$ cat src/rtl/demux8_collector_if.sv
// Bit-in / word-out bus of the 8-bit demux collector.
// Handshake: a transfer happens on a rising edge where valid && ready; valid/data must hold until then.
interface demux8_collector_if;
  logic       din;
  logic [2:0] sel;
  logic       mode;
  logic       in_valid;
  logic       in_ready;
  logic [7:0] out;
  logic       out_valid;
  logic       out_ready;
  logic       dup_err;
  logic [1:0] state_dbg;

  modport slave (
    input  din, sel, mode, in_valid, out_ready,
    output in_ready, out, out_valid, dup_err, state_dbg
  );

  modport master (
    output din, sel, mode, in_valid, out_ready,
    input  in_ready, out, out_valid, dup_err, state_dbg
  );
endinterface

$ cat src/rtl/demux8_collector.sv
// Collects single bits into an 8-bit word, either by explicit position (sel)
// or by an internal up/down counter, and hands the word out over valid/ready.
module demux8_collector #(
  parameter bit LSB_FIRST = 1'b1
) (
  input logic               clk,
  input logic               rst,
  demux8_collector_if.slave bus
);

  typedef enum logic [1:0] {
    IDLE = 2'd0,
    FILL = 2'd1,
    FULL = 2'd2
  } state_t;

  localparam logic [2:0] CNT_START = LSB_FIRST ? 3'd0 : 3'd7;

  state_t     state_q, state_d;
  logic [7:0] data_q, data_d;
  logic [7:0] mask_q, mask_d;
  logic [2:0] cnt_q, cnt_d;
  logic       mode_q, mode_d;
  logic       dup_q, dup_d;

  logic       out_valid;
  logic       accept;
  logic       handshake;
  logic       new_word;
  logic       mode_eff;
  logic [7:0] mask_base;
  logic [2:0] cnt_base;
  logic [2:0] pos;

  assign out_valid     = (state_q == FULL);
  assign bus.in_ready  = !out_valid || bus.out_ready;
  assign accept        = bus.in_valid && bus.in_ready;
  assign handshake     = out_valid && bus.out_ready;
  assign bus.out       = data_q;
  assign bus.out_valid = out_valid;
  assign bus.dup_err   = dup_q;
  assign bus.state_dbg = state_q;

  always_comb begin
    state_d = state_q;
    data_d  = data_q;
    mask_d  = mask_q;
    cnt_d   = cnt_q;
    mode_d  = mode_q;
    dup_d   = 1'b0;

    // A bit accepted outside FILL starts a fresh word: in FULL it can only be
    // accepted alongside the output handshake, which releases the old word.
    new_word  = (state_q != FILL);
    mode_eff  = new_word ? bus.mode : mode_q;
    mask_base = new_word ? 8'h00 : mask_q;
    cnt_base  = new_word ? CNT_START : cnt_q;
    pos       = mode_eff ? cnt_base : bus.sel;

    if (accept) begin
      data_d[pos] = bus.din;
      mask_d      = mask_base | (8'h01 << pos);
      mode_d      = mode_eff;
      dup_d       = !mode_eff && mask_base[pos];
      if (mode_eff) begin
        cnt_d = LSB_FIRST ? (cnt_base + 3'd1) : (cnt_base - 3'd1);
      end else begin
        cnt_d = cnt_base;
      end
      state_d = (mask_d == 8'hFF) ? FULL : FILL;
    end else if (handshake) begin
      state_d = IDLE;
      mask_d  = 8'h00;
      cnt_d   = CNT_START;
    end
  end

  always_ff @(posedge clk) begin
    if (rst) begin
      state_q <= IDLE;
      data_q  <= 8'h00;
      mask_q  <= 8'h00;
      cnt_q   <= CNT_START;
      mode_q  <= 1'b0;
      dup_q   <= 1'b0;
    end else begin
      state_q <= state_d;
      data_q  <= data_d;
      mask_q  <= mask_d;
      cnt_q   <= cnt_d;
      mode_q  <= mode_d;
      dup_q   <= dup_d;
    end
  end

endmodule

$ cat src/flat_wrapper.sv
// flat-port wrapper written by rule: the top's interface ports become plain ports
module demux8_collector_flat 
#(
  parameter bit LSB_FIRST = 1'b1
)
  (clk, rst, bus_din, bus_sel, bus_mode, bus_in_valid, bus_out_ready, bus_in_ready, bus_out, bus_out_valid, bus_dup_err, bus_state_dbg);
  demux8_collector_if bus_i ();
  input logic clk;
  input logic rst;
  input wire logic [$bits(bus_i.din)-1:0] bus_din;
  input wire logic [$bits(bus_i.sel)-1:0] bus_sel;
  input wire logic [$bits(bus_i.mode)-1:0] bus_mode;
  input wire logic [$bits(bus_i.in_valid)-1:0] bus_in_valid;
  input wire logic [$bits(bus_i.out_ready)-1:0] bus_out_ready;
  output wire logic [$bits(bus_i.in_ready)-1:0] bus_in_ready;
  output wire logic [$bits(bus_i.out)-1:0] bus_out;
  output wire logic [$bits(bus_i.out_valid)-1:0] bus_out_valid;
  output wire logic [$bits(bus_i.dup_err)-1:0] bus_dup_err;
  output wire logic [$bits(bus_i.state_dbg)-1:0] bus_state_dbg;
  assign bus_i.din = bus_din;
  assign bus_i.sel = bus_sel;
  assign bus_i.mode = bus_mode;
  assign bus_i.in_valid = bus_in_valid;
  assign bus_i.out_ready = bus_out_ready;
  assign bus_in_ready = bus_i.in_ready;
  assign bus_out = bus_i.out;
  assign bus_out_valid = bus_i.out_valid;
  assign bus_dup_err = bus_i.dup_err;
  assign bus_state_dbg = bus_i.state_dbg;
  demux8_collector #(.LSB_FIRST(LSB_FIRST)) u_core (.clk(clk), .rst(rst), .bus(bus_i));
endmodule
$ cat config.mk
export PLATFORM = sky130hd
export DESIGN_NAME = demux8_collector_flat
export DESIGN_NICKNAME = d
export VERILOG_FILES = /design/src/rtl/demux8_collector_if.sv /design/src/rtl/demux8_collector.sv /design/src/flat_wrapper.sv
export SDC_FILE = /design/constraint.sdc
export NUM_CORES = 1
export LEC_CHECK = 0
export CORE_MARGIN = 2
export CORE_UTILIZATION = 25
export CTS_CLUSTER_SIZE = 25
export DETAILED_ROUTE_END_ITERATION = 8
export GPL_TIMING_DRIVEN = 0
export PLACE_DENSITY = 0.44
export SLEW_MARGIN = 20
export SYNTH_ARGS = -nofsm -noshare
export SYNTH_HDL_FRONTEND = slang
export SYNTH_SLANG_ARGS = --single-unit
$ cat constraint.sdc
create_clock -name clk -period 3.41 [get_ports clk]
set_clock_uncertainty 0.2 [all_clocks]
set_input_delay 0.341 -clock clk [delete_from_list [all_inputs] [get_ports clk]]
set_output_delay 0.341 -clock clk [all_outputs]
set_load 0.01 [all_outputs]
# Word level (Yosys, flattened, before mapping)

Cells that the tools add are included.

Output and inout port bits: 13
Register bits after elaboration: 23
Input bits: 9
Logic and storage cells: 41

Add/subtract/negate cells: 1
Bitwise logic cells: 2
Magnitude comparators: 2
Reduce and logical (&&, ||, !) cells: 9
Shifts and indexed selects: 1
Equal/unequal tests: 3
Muxes and demuxes: 17

Operators by type and width:

| operator                                                                      | count |
|---|---|
| 8-bit two-way mux                                                             | 3 |
| 3-bit two-way mux                                                             | 5 |
| 8-bit bitwise mux                                                             | 1 |
| 8-bit equality test (second input constant)                                   | 1 |
| 8-bit OR                                                                      | 1 |
| 1-bit by 3-bit << shifter with 8-bit output (first input constant)            | 1 |
| 2-bit two-way mux                                                             | 3 |
| 1-bit logical AND                                                             | 4 |
| 3-bit by 4-bit less-than comparator with 1-bit output (second input constant) | 1 |
| 3-bit by 1-bit adder with 3-bit output (second input constant)                | 1 |
| 1-bit binary-select mux with 3-bit select                                     | 1 |
| 1-bit demux with 3-bit select                                                 | 1 |
| 3-bit by 1-bit >= comparator with 1-bit output (second input constant)        | 1 |
| 1-bit two-way mux                                                             | 3 |
| 2-bit equality test (second input constant)                                   | 1 |
| 1-bit logical NOT                                                             | 2 |
| 2-bit by 1-bit inequality test with 1-bit output (second input constant)      | 1 |
| 2-bit nonzero test                                                            | 1 |
| 2-bit OR reduction                                                            | 1 |
| 1-bit logical OR                                                              | 1 |
| 1-bit inverter                                                                | 1 |

# Longest topological paths before layout

Gate-level depths: netlist of run 1.

Word-level depth: 8
Gate-level depth with buffers: 8
Depth with buffers taken out: 6

# Least setup slack after synthesis of run 1

OpenSTA, ideal clock, no wires.

Path type: register to register
Start point: register u_core.state_q[1], in the netlist u_core.bus.state_dbg[1]
End point: register u_core.state_q[0], in the netlist u_core.bus.state_dbg[0]
Slack: 1052 ps
Clock period less this slack: 2358 ps
Required time: 3093 ps
Data arrival time: 2041 ps
Library setup time: 117 ps
Stages on the path, launching flop included: 8
Path buffers: 1
Cell sequence: dfxtp_1 > nand2b_1 > buf_6 > mux2_4 > a211oi_2 > a21oi_1 > or4_4 > a22o_1

Word-level cells in the longest chain between the ends: 8
Elaborated cells on any way between the ends: 16
Those cells by class: eq/ne: 3; shift: 1; mux: 6; bitwise: 1; reduce/logical: 5

RTL lines:

| what                                                   | RTL line                                       | text |
|---|---|---|
| start: declaration                                     | demux8_collector.sv:19                         | `state_t state_q, state_d;` |
| start signal: assignment                               | demux8_collector.sv:87                         | `state_q <= state_d;` |
| 2-bit by 1-bit inequality test with 1-bit output       | demux8_collector.sv:54                         | `new_word = (state_q != FILL);` |
| 3-bit two-way mux or 1-bit two-way mux (tied branches) | demux8_collector.sv:57, demux8_collector.sv:55 |  |
| 3-bit two-way mux                                      | demux8_collector.sv:58                         | `pos = mode_eff ? cnt_base : bus.sel;` |
| 1-bit by 3-bit << shifter with 8-bit output            | demux8_collector.sv:62                         | `mask_d = mask_base \| (8'h01 << pos);` |
| 8-bit OR                                               | demux8_collector.sv:62                         |  |
| 8-bit equality test                                    | demux8_collector.sv:70                         | `state_d = (mask_d == 8'hFF) ? FULL : FILL;` |
| 2-bit two-way mux                                      | demux8_collector.sv:70                         |  |
| 2-bit two-way mux                                      | demux8_collector.sv:60                         | `if (accept) begin` |

Parallel ways exist; a longest one is shown, timed or not.
A chain may end at the register's enable or synchronous reset.

# Worst setup path in the final report of run 1

Ends and elaborated chain as after synthesis.

==> metrics.log, run 1 <==
INFO  metric timing_max_transition_violations_final = 0
INFO  metric clk-insertion-delay-late = 270 ps
INFO  metric max_freq = slightly below 0.4 GHz
INFO  metric timing.final.setup_violations = 0
INFO  metric fin_nets = ~190
INFO  metric cts_tree = yes
INFO  metric ios = 22
INFO  metric drtPass1Iterations = 4
INFO  metric floorplan.rows = 26
INFO  metric finalCritPeriodShare = between 70% and 80%
INFO  metric track_usage = approximately 13%
INFO  metric place_hpwl = 2390 um
INFO  metric wire_per_inst = between 10 and 15 um
INFO  metric layout-drive-gt1-share = around a tenth
INFO  metric crit_arrival = about 2600 ps
INFO  metric number_of_antenna_violations_at_the_first_check_in_global_routing = 0
INFO  metric async_reset_ff_share = 0%
INFO  metric clock_path_buffers = 2
INFO  metric drt_iter0_drc = 91
INFO  metric slew_headroom = 60.8%
INFO  metric max-vdd-ir-drop = approximately 0.15 mV
INFO  metric cts_root_buffer = sky130_fd_sc_hd__clkbuf_8
INFO  metric netlist_top_cells_count = sky130_fd_sc_hd__nand2_1, sky130_fd_sc_hd__dfxtp_1, sky130_fd_sc_hd__nor2_1
INFO  metric postLayoutCoreUtil = between 30 and 40%
INFO  metric post-synth-top-count-cell = sky130_fd_sc_hd__nand2_1
INFO  metric leak_pwr = approximately 0.55 nW
INFO  metric register_bit_count_reported_by_yosys = 23
INFO  metric die_height = 75.7 um
INFO  metric totalWireLength = between 3000 and 4000 um
INFO  metric timing.setup.critical_path_class = reg2reg
INFO  metric run_status = complete, no violations
INFO  metric synth-edff-count = 0
INFO  metric flow.area_growth_from_synthesis = 26.7%
INFO  metric r2r_setup_slack = roughly 830 ps
INFO  metric worst_slew_pin_slew = around 590 ps
INFO  metric grt_start_max_net_pins = 15
INFO  metric cell_area_after_technology_mapping = 1280 um^2
INFO  metric final_report_hold_violation_count = 0
INFO  metric detail-route-antenna-nets = 0
INFO  metric synth.area.top_cells = sky130_fd_sc_hd__dfxtp_1, sky130_fd_sc_hd__nand2_1, sky130_fd_sc_hd__mux2i_1
INFO  metric synth_warnings = 0
INFO  metric viasPerCell = between 4 and 5
INFO  metric min_path_cells = 3
INFO  metric route.vias.total = between 1k and 1.5k
INFO  metric final.setup.tns = 0 ps
INFO  metric synth.lib_cells_used.distinct = 33
INFO  metric synth_top_area_share = a little over a third
INFO  metric cts_sinks = 23
INFO  metric timing.rr.end = u_core.bus.state_dbg[0]
INFO  metric via_count_of_the_first_global_routing_pass = 1169
INFO  metric die_footprint = 5730 um^2
INFO  metric hold_fix_buffer_count_after_cts = 0
INFO  metric buffer_ports.inserted = 20
INFO  metric endpoint_kind = register
INFO  metric post_synth.cell_area_avg = around 8.0 um^2
INFO  metric postCtsSetupBuffers = 0
INFO  metric cts-htree-levels = 1
INFO  metric cts-buffers-inserted = 3
INFO  metric antenna_cells = 0
INFO  metric synthesized_nets = roughly 170
INFO  metric timing.reg2reg.worst_path_depth = 7
INFO  metric finalCriticalPeriod = ~2600 ps
INFO  metric hold_end = u_core.bus.out[1]
INFO  metric cts.clk_slew.worst_paths = roughly 90 ps
INFO  metric grt_first_pass_wirelength = about 5600 um
INFO  metric worst_case_hold_slack = 212 ps
INFO  metric start_util = about a quarter
INFO  metric worstHoldStart = bus_din
INFO  metric r2r_start = u_core.bus.state_dbg[1]
INFO  metric die_w = 75.7 um
INFO  metric worstPathRequired = 3380 ps
INFO  metric max_cap_viol_count = 0
INFO  metric grt_setup_unrepaired = no
INFO  metric synth_flop_cell = sky130_fd_sc_hd__dfxtp_1
INFO  metric drc_errors = 0
INFO  metric worst-path-max-fanout = 10
INFO  metric hold_class = in2reg
INFO  metric sequential_fraction_of_the_synthesis_area = a little over a third
INFO  metric ctsResizeCount = 0
INFO  metric kind_of_start_point_of_the_critical_path = register
INFO  metric post-synth-top-area-cell = sky130_fd_sc_hd__dfxtp_1
INFO  metric core_area = 5040 um^2
INFO  metric globalplace.congestion = 0.845
INFO  metric syn_inst = between 150 and 200
INFO  metric pwr_density_cell = 367 nW/um^2
INFO  metric fin_total_pwr = ~0.6 mW
INFO  metric globalRoute.totalOverflow = 0
[routing by layer]
layer / wire, um / up-vias / part of all wire [%] / GRT usage [%]
li1: - / 610 / - / -
met5: 0 / - / 0 / 0
met2: 1540 / 31 / 47 / 20.6
met3: 155 / 2 / 4.7 / 2.38
met4: 6 / 0 / 0.18 / 2.53
met1: 1600 / 568 / 48 / 17.2
[area by class of cell]
| cell class | instances | area (um^2) |
|---|---|---|
| fill | 542 | 3410 |
| multi-input combinational | 129 | 786 |
| sequential | 23 | 460 |
| timing repair buffer | 20 | 200 |
| tap | 70 | 87.6 |
| clock buffer | 3 | 41.3 |
| buffer | 6 | 37.5 |
| clock inverter | 1 | 7.51 |
| inverter | 2 | 7.51 |
[placed cells by master (no fill, tap or decap), types with 2 or more instances in the layout]
cell                              count
sky130_fd_sc_hd__nand2_1             33
sky130_fd_sc_hd__dfxtp_1             23
sky130_fd_sc_hd__mux2i_2              3
sky130_fd_sc_hd__a21oi_1              9
sky130_fd_sc_hd__a211oi_2             2
sky130_fd_sc_hd__nand3_1              5
sky130_fd_sc_hd__o21ai_0             16
sky130_fd_sc_hd__mux2i_1             12
sky130_fd_sc_hd__buf_4                2
sky130_fd_sc_hd__mux2_4               2
sky130_fd_sc_hd__clkdlybuf4s50_1     20
sky130_fd_sc_hd__a211oi_1             3
sky130_fd_sc_hd__a31oi_1              2
sky130_fd_sc_hd__clkbuf_8             3
sky130_fd_sc_hd__clkbuf_1             3
sky130_fd_sc_hd__nand2b_1             6
sky130_fd_sc_hd__inv_1                2
sky130_fd_sc_hd__nor2_1              20
[power by group]
group          switching [mW]  total [mW]  internal (mW)
Sequential            0.00919       0.288          0.279
Clock                  0.0974       0.180         0.0828
Combinational          0.0732       0.129         0.0555
[sequential cells by signal (all words and copies together) (netlist names)]
| name | count |
|---|---|
| u_core.mask_q | 8 |
| u_core.bus.state_dbg | 2 |
| u_core.cnt_q | 3 |
| u_core.mode_q | 1 |
| u_core.bus.out | 8 |
| u_core.bus.dup_err | 1 |
[through the flow]
| step | cells | cell area (um^2) | worst slack [ps] |
|---|---|---|---|
| floorplan | 160 | 1280 | 1050 |
| global placement | 250 | 1570 | 627 |
| detailed placement | 250 | 1570 | 635 |
| CTS | 254 | 1620 | 858 |
| global route | 254 | 1630 | 725 |
| finish | 254 | 1630 | 830 |
[cell families after synthesis]
group                  after synthesis  share of synthesized area [%]
AO/OA/AOI/OAI                       39                           19.2
multiplexers                        18                           15.8
flip-flops                          23                           35.8
buffers and inverters                8                           3.51
XOR/XNOR                             1                          0.682
AND/OR/NAND/NOR                     71                           25.0
[worst max-delay path by stage]
stage                                        from                       to  depth (start not counted)
final                     u_core.bus.state_dbg[1]  u_core.bus.state_dbg[0]                          7
after global routing      u_core.bus.state_dbg[1]  u_core.bus.state_dbg[0]                          7
after CTS                 u_core.bus.state_dbg[1]  u_core.bus.state_dbg[0]                          7
after detailed placement                 bus_mode  u_core.bus.state_dbg[0]                          7
after global placement                   bus_mode  u_core.bus.state_dbg[0]                          7
after floorplan           u_core.bus.state_dbg[1]  u_core.bus.state_dbg[0]                          7
[worst max-delay path, stage by stage (launching register included)]
cell and delay [ps]:
sky130_fd_sc_hd__dfxtp_1 460, sky130_fd_sc_hd__nand2b_1 160, sky130_fd_sc_hd__buf_6 160, sky130_fd_sc_hd__mux2i_2 490, sky130_fd_sc_hd__a31o_1 210, sky130_fd_sc_hd__a2bb2oi_1 60
sky130_fd_sc_hd__or4_4 500, sky130_fd_sc_hd__a22o_1 240
Note: power is estimated with default switching activity, not from simulation.
==> run 2, diff against run 1 <==
- PLACE_DENSITY: 0.44 -> 0.45
- clock period: 3.41 -> 2.2 ns (I/O delays scaled with it)
==> metrics.log, run 2 (synthesis gave the netlist of run 1 again) <==
INFO  metric multi_input_comb_area = roughly 850 um^2
INFO  metric die_height = about 76 um
INFO  metric viasPerCell = about 4.7
INFO  metric die_w = about 76 um
INFO  metric cts_sinks = 23
INFO  metric cts_tree = yes
INFO  metric worst_case_hold_slack = 110 ps
INFO  metric die_footprint = ~5700 um^2
INFO  metric hold_fix_buffer_count_after_cts = 0
INFO  metric max-vdd-ir-drop = between 0.3 and 0.4 mV
INFO  metric flow.area_growth_from_synthesis = 37.0%
INFO  metric r2r_setup_slack = -80 ps
INFO  metric totalWireLength = 3490 um
INFO  metric postLayoutCoreUtil = between 30% and 40%
INFO  metric max_cap_viol_count = 0
INFO  metric pwr_density_cell = between 500 and 600 nW/um^2
INFO  metric clock_path_buffers = 2
INFO  metric worst-path-max-fanout = 7
INFO  metric r2r_start = u_core.mode_q
INFO  metric max_freq = around 0.44 GHz
INFO  metric fin_total_pwr = just under 1 mW
INFO  metric timing.final.setup_violations = 2
INFO  metric grt_first_pass_wirelength = ~5500 um
INFO  metric via_count_of_the_first_global_routing_pass = approximately 1.1k
INFO  metric core_area = slightly above 5000 um^2
INFO  metric track_usage = around an eighth
INFO  metric globalplace.congestion = approximately 0.83
INFO  metric run_status = finished with violations
INFO  metric worst_slew_pin_slew = between 1000 and 1500 ps
INFO  metric fin_nets = around 200
INFO  metric cts-buffers-inserted = 3
INFO  metric max_stage_delay = roughly 450 ps
INFO  metric timing.reg2reg.worst_path_depth = 8
INFO  metric cts-htree-levels = 1
INFO  metric drt_iter0_drc = 34
INFO  metric layout_commonest_cell = sky130_fd_sc_hd__nand2_1
INFO  metric grt_start_max_net_pins = 15
INFO  metric buffer_ports.inserted = 20
INFO  metric cts_root_buffer = sky130_fd_sc_hd__clkbuf_8
INFO  metric final_report_hold_violation_count = 0
INFO  metric cp_num_cells = 8
INFO  metric kind_of_start_point_of_the_critical_path = register
INFO  metric path_delay_family = simple AND/OR/NAND/NOR gates
INFO  metric endpoint_kind = register
INFO  metric antenna_cells = 0
INFO  metric leak_pwr = a little under 0.6 nW
INFO  metric critical_path_cell_by_cell = buf_6 -> mux2i_4 -> buf_6 -> mux2i_4 -> nand2b_4 -> a2bb2oi_1 -> or4_4 -> a22o_1
INFO  metric cts.clk_slew.worst_paths = roughly 90 ps
INFO  metric layout.area.seq = around 470 um^2
INFO  metric critical_path.slowest_cell = sky130_fd_sc_hd__or4_4
INFO  metric final.setup.tns = -95.8 ps
INFO  metric crit_arrival = around 2300 ps
INFO  metric setup_ws = -81.2 ps
INFO  metric min_path_cells = 3
INFO  metric hold_end = u_core.bus.out[1]
INFO  metric clk-insertion-delay-late = 270 ps
INFO  metric finalCriticalPeriod = 2280 ps
INFO  metric hold_class = in2reg
INFO  metric number_of_antenna_violations_at_the_first_check_in_global_routing = 0
INFO  metric timing_max_transition_violations_final = 0
INFO  metric place_hpwl = approximately 2400 um
INFO  metric start_util = about a quarter
INFO  metric violated_checks = negative setup slack
INFO  metric combined_buffer_and_inverter_count_along_the_critical_path = 2
INFO  metric globalRoute.totalOverflow = 0
INFO  metric wire_per_inst = between 10 and 15 um
INFO  metric nFillCells = around 540
INFO  metric grt_setup_unrepaired = yes
INFO  metric layout-drive-gt1-share = 18.5%
INFO  metric drc_errors = 0
INFO  metric timing.rr.end = u_core.bus.state_dbg[0]
INFO  metric detail-route-antenna-nets = 0
INFO  metric slew_headroom = between 30% and 40%
INFO  metric worstHoldStart = bus_din
INFO  metric finalCritPeriodShare = 104%
INFO  metric ios = 22
INFO  metric mostFrequentLayoutCells = sky130_fd_sc_hd__nand2_1, sky130_fd_sc_hd__nor2_1, sky130_fd_sc_hd__clkdlybuf4s50_1
INFO  metric drtPass1Iterations = 4
INFO  metric timing.setup.critical_path_class = reg2reg
INFO  metric route.vias.total = 1227
INFO  metric worstPathRequired = 2170 ps
INFO  metric floorplan.rows = 26
## run 2: changes by cell type in the layout (fill, tap and decap cells not counted), moves of 2 or more
| cell | before | now |
|---|---|---|
| sky130_fd_sc_hd__a211oi_1 | 3 | 1 |
| sky130_fd_sc_hd__dfxtp_2 | 0 | 2 |
| sky130_fd_sc_hd__a211oi_2 | 2 | 4 |
| sky130_fd_sc_hd__buf_4 | 2 | 5 |
| sky130_fd_sc_hd__mux2i_1 | 12 | 10 |
| sky130_fd_sc_hd__mux2i_2 | 3 | 1 |
| sky130_fd_sc_hd__mux2i_4 | 0 | 4 |
| sky130_fd_sc_hd__buf_6 | 1 | 3 |
| sky130_fd_sc_hd__dfxtp_4 | 0 | 2 |
| sky130_fd_sc_hd__dfxtp_1 | 23 | 19 |
## run 2: what timing repair did
action / in CTS / in global routing
pin swaps: 0 / 4
resized for setup: 5 / 6
setup endpoints to repair: 2 / 6
setup buffers: 7 / 2
hold endpoints to repair: 0 / 0
## run 2: cell type report
class                           count  share of cell area (%)
Multi-Input combinational cell    129                    48.1
Sequential cell                    23                    26.7
Timing Repair Buffer               28                    15.9
Tap cell                           70                    4.98
Clock buffer                        3                    2.35
Buffer                              3                    1.07
Clock inverter                      1                   0.426
Inverter                            2                   0.426
## run 2: through the flow
step                std cells  cell area, um^2  setup WS [ps]
floorplan                 160             1340          -32.1
global placement          250             1630           -342
detailed placement        250             1630           -347
CTS                       259             1750           -101
global route              259             1760           -173
finish                    259             1760          -81.2
## run 2: worst register-to-register path, cell delays in order, from the launching register on
cell,delay [ps]
sky130_fd_sc_hd__dfxtp_2,350
sky130_fd_sc_hd__buf_6,130
sky130_fd_sc_hd__mux2i_4,310
sky130_fd_sc_hd__buf_6,140
sky130_fd_sc_hd__mux2i_4,80
sky130_fd_sc_hd__nand2b_4,160
sky130_fd_sc_hd__a2bb2oi_1,140
sky130_fd_sc_hd__or4_4,450
sky130_fd_sc_hd__a22o_1,220
## run 2: worst max path at each step
| stage | start | to | slack [ps] |
|---|---|---|---|
| 6_report | u_core.mode_q | u_core.bus.state_dbg[0] | -80 |
| 5_1_grt | u_core.mode_q | u_core.bus.state_dbg[0] | -170 |
| 4_1_cts | u_core.bus.state_dbg[0] | u_core.bus.state_dbg[0] | -100 |
| 3_5_place_dp | bus_mode | u_core.bus.state_dbg[0] | -350 |
| 3_3_place_gp | bus_mode | u_core.bus.state_dbg[0] | -340 |
| 2_1_floorplan | u_core.bus.state_dbg[0] | u_core.bus.state_dbg[0] | -30 |
## run 2: power by group
part           switching, mW  internal (mW)  total, mW
clock network          0.148          0.128      0.277
registers             0.0181          0.432      0.450
logic                  0.124          0.112      0.236
total                  0.291          0.672      0.963
## run 2: routing by layer
metal	share of wire [%]	GRT usage [%]
met5	0	0
met4	0.32	1.75
met3	4.8	3.04
met2	47	22.2
met1	48	16.3
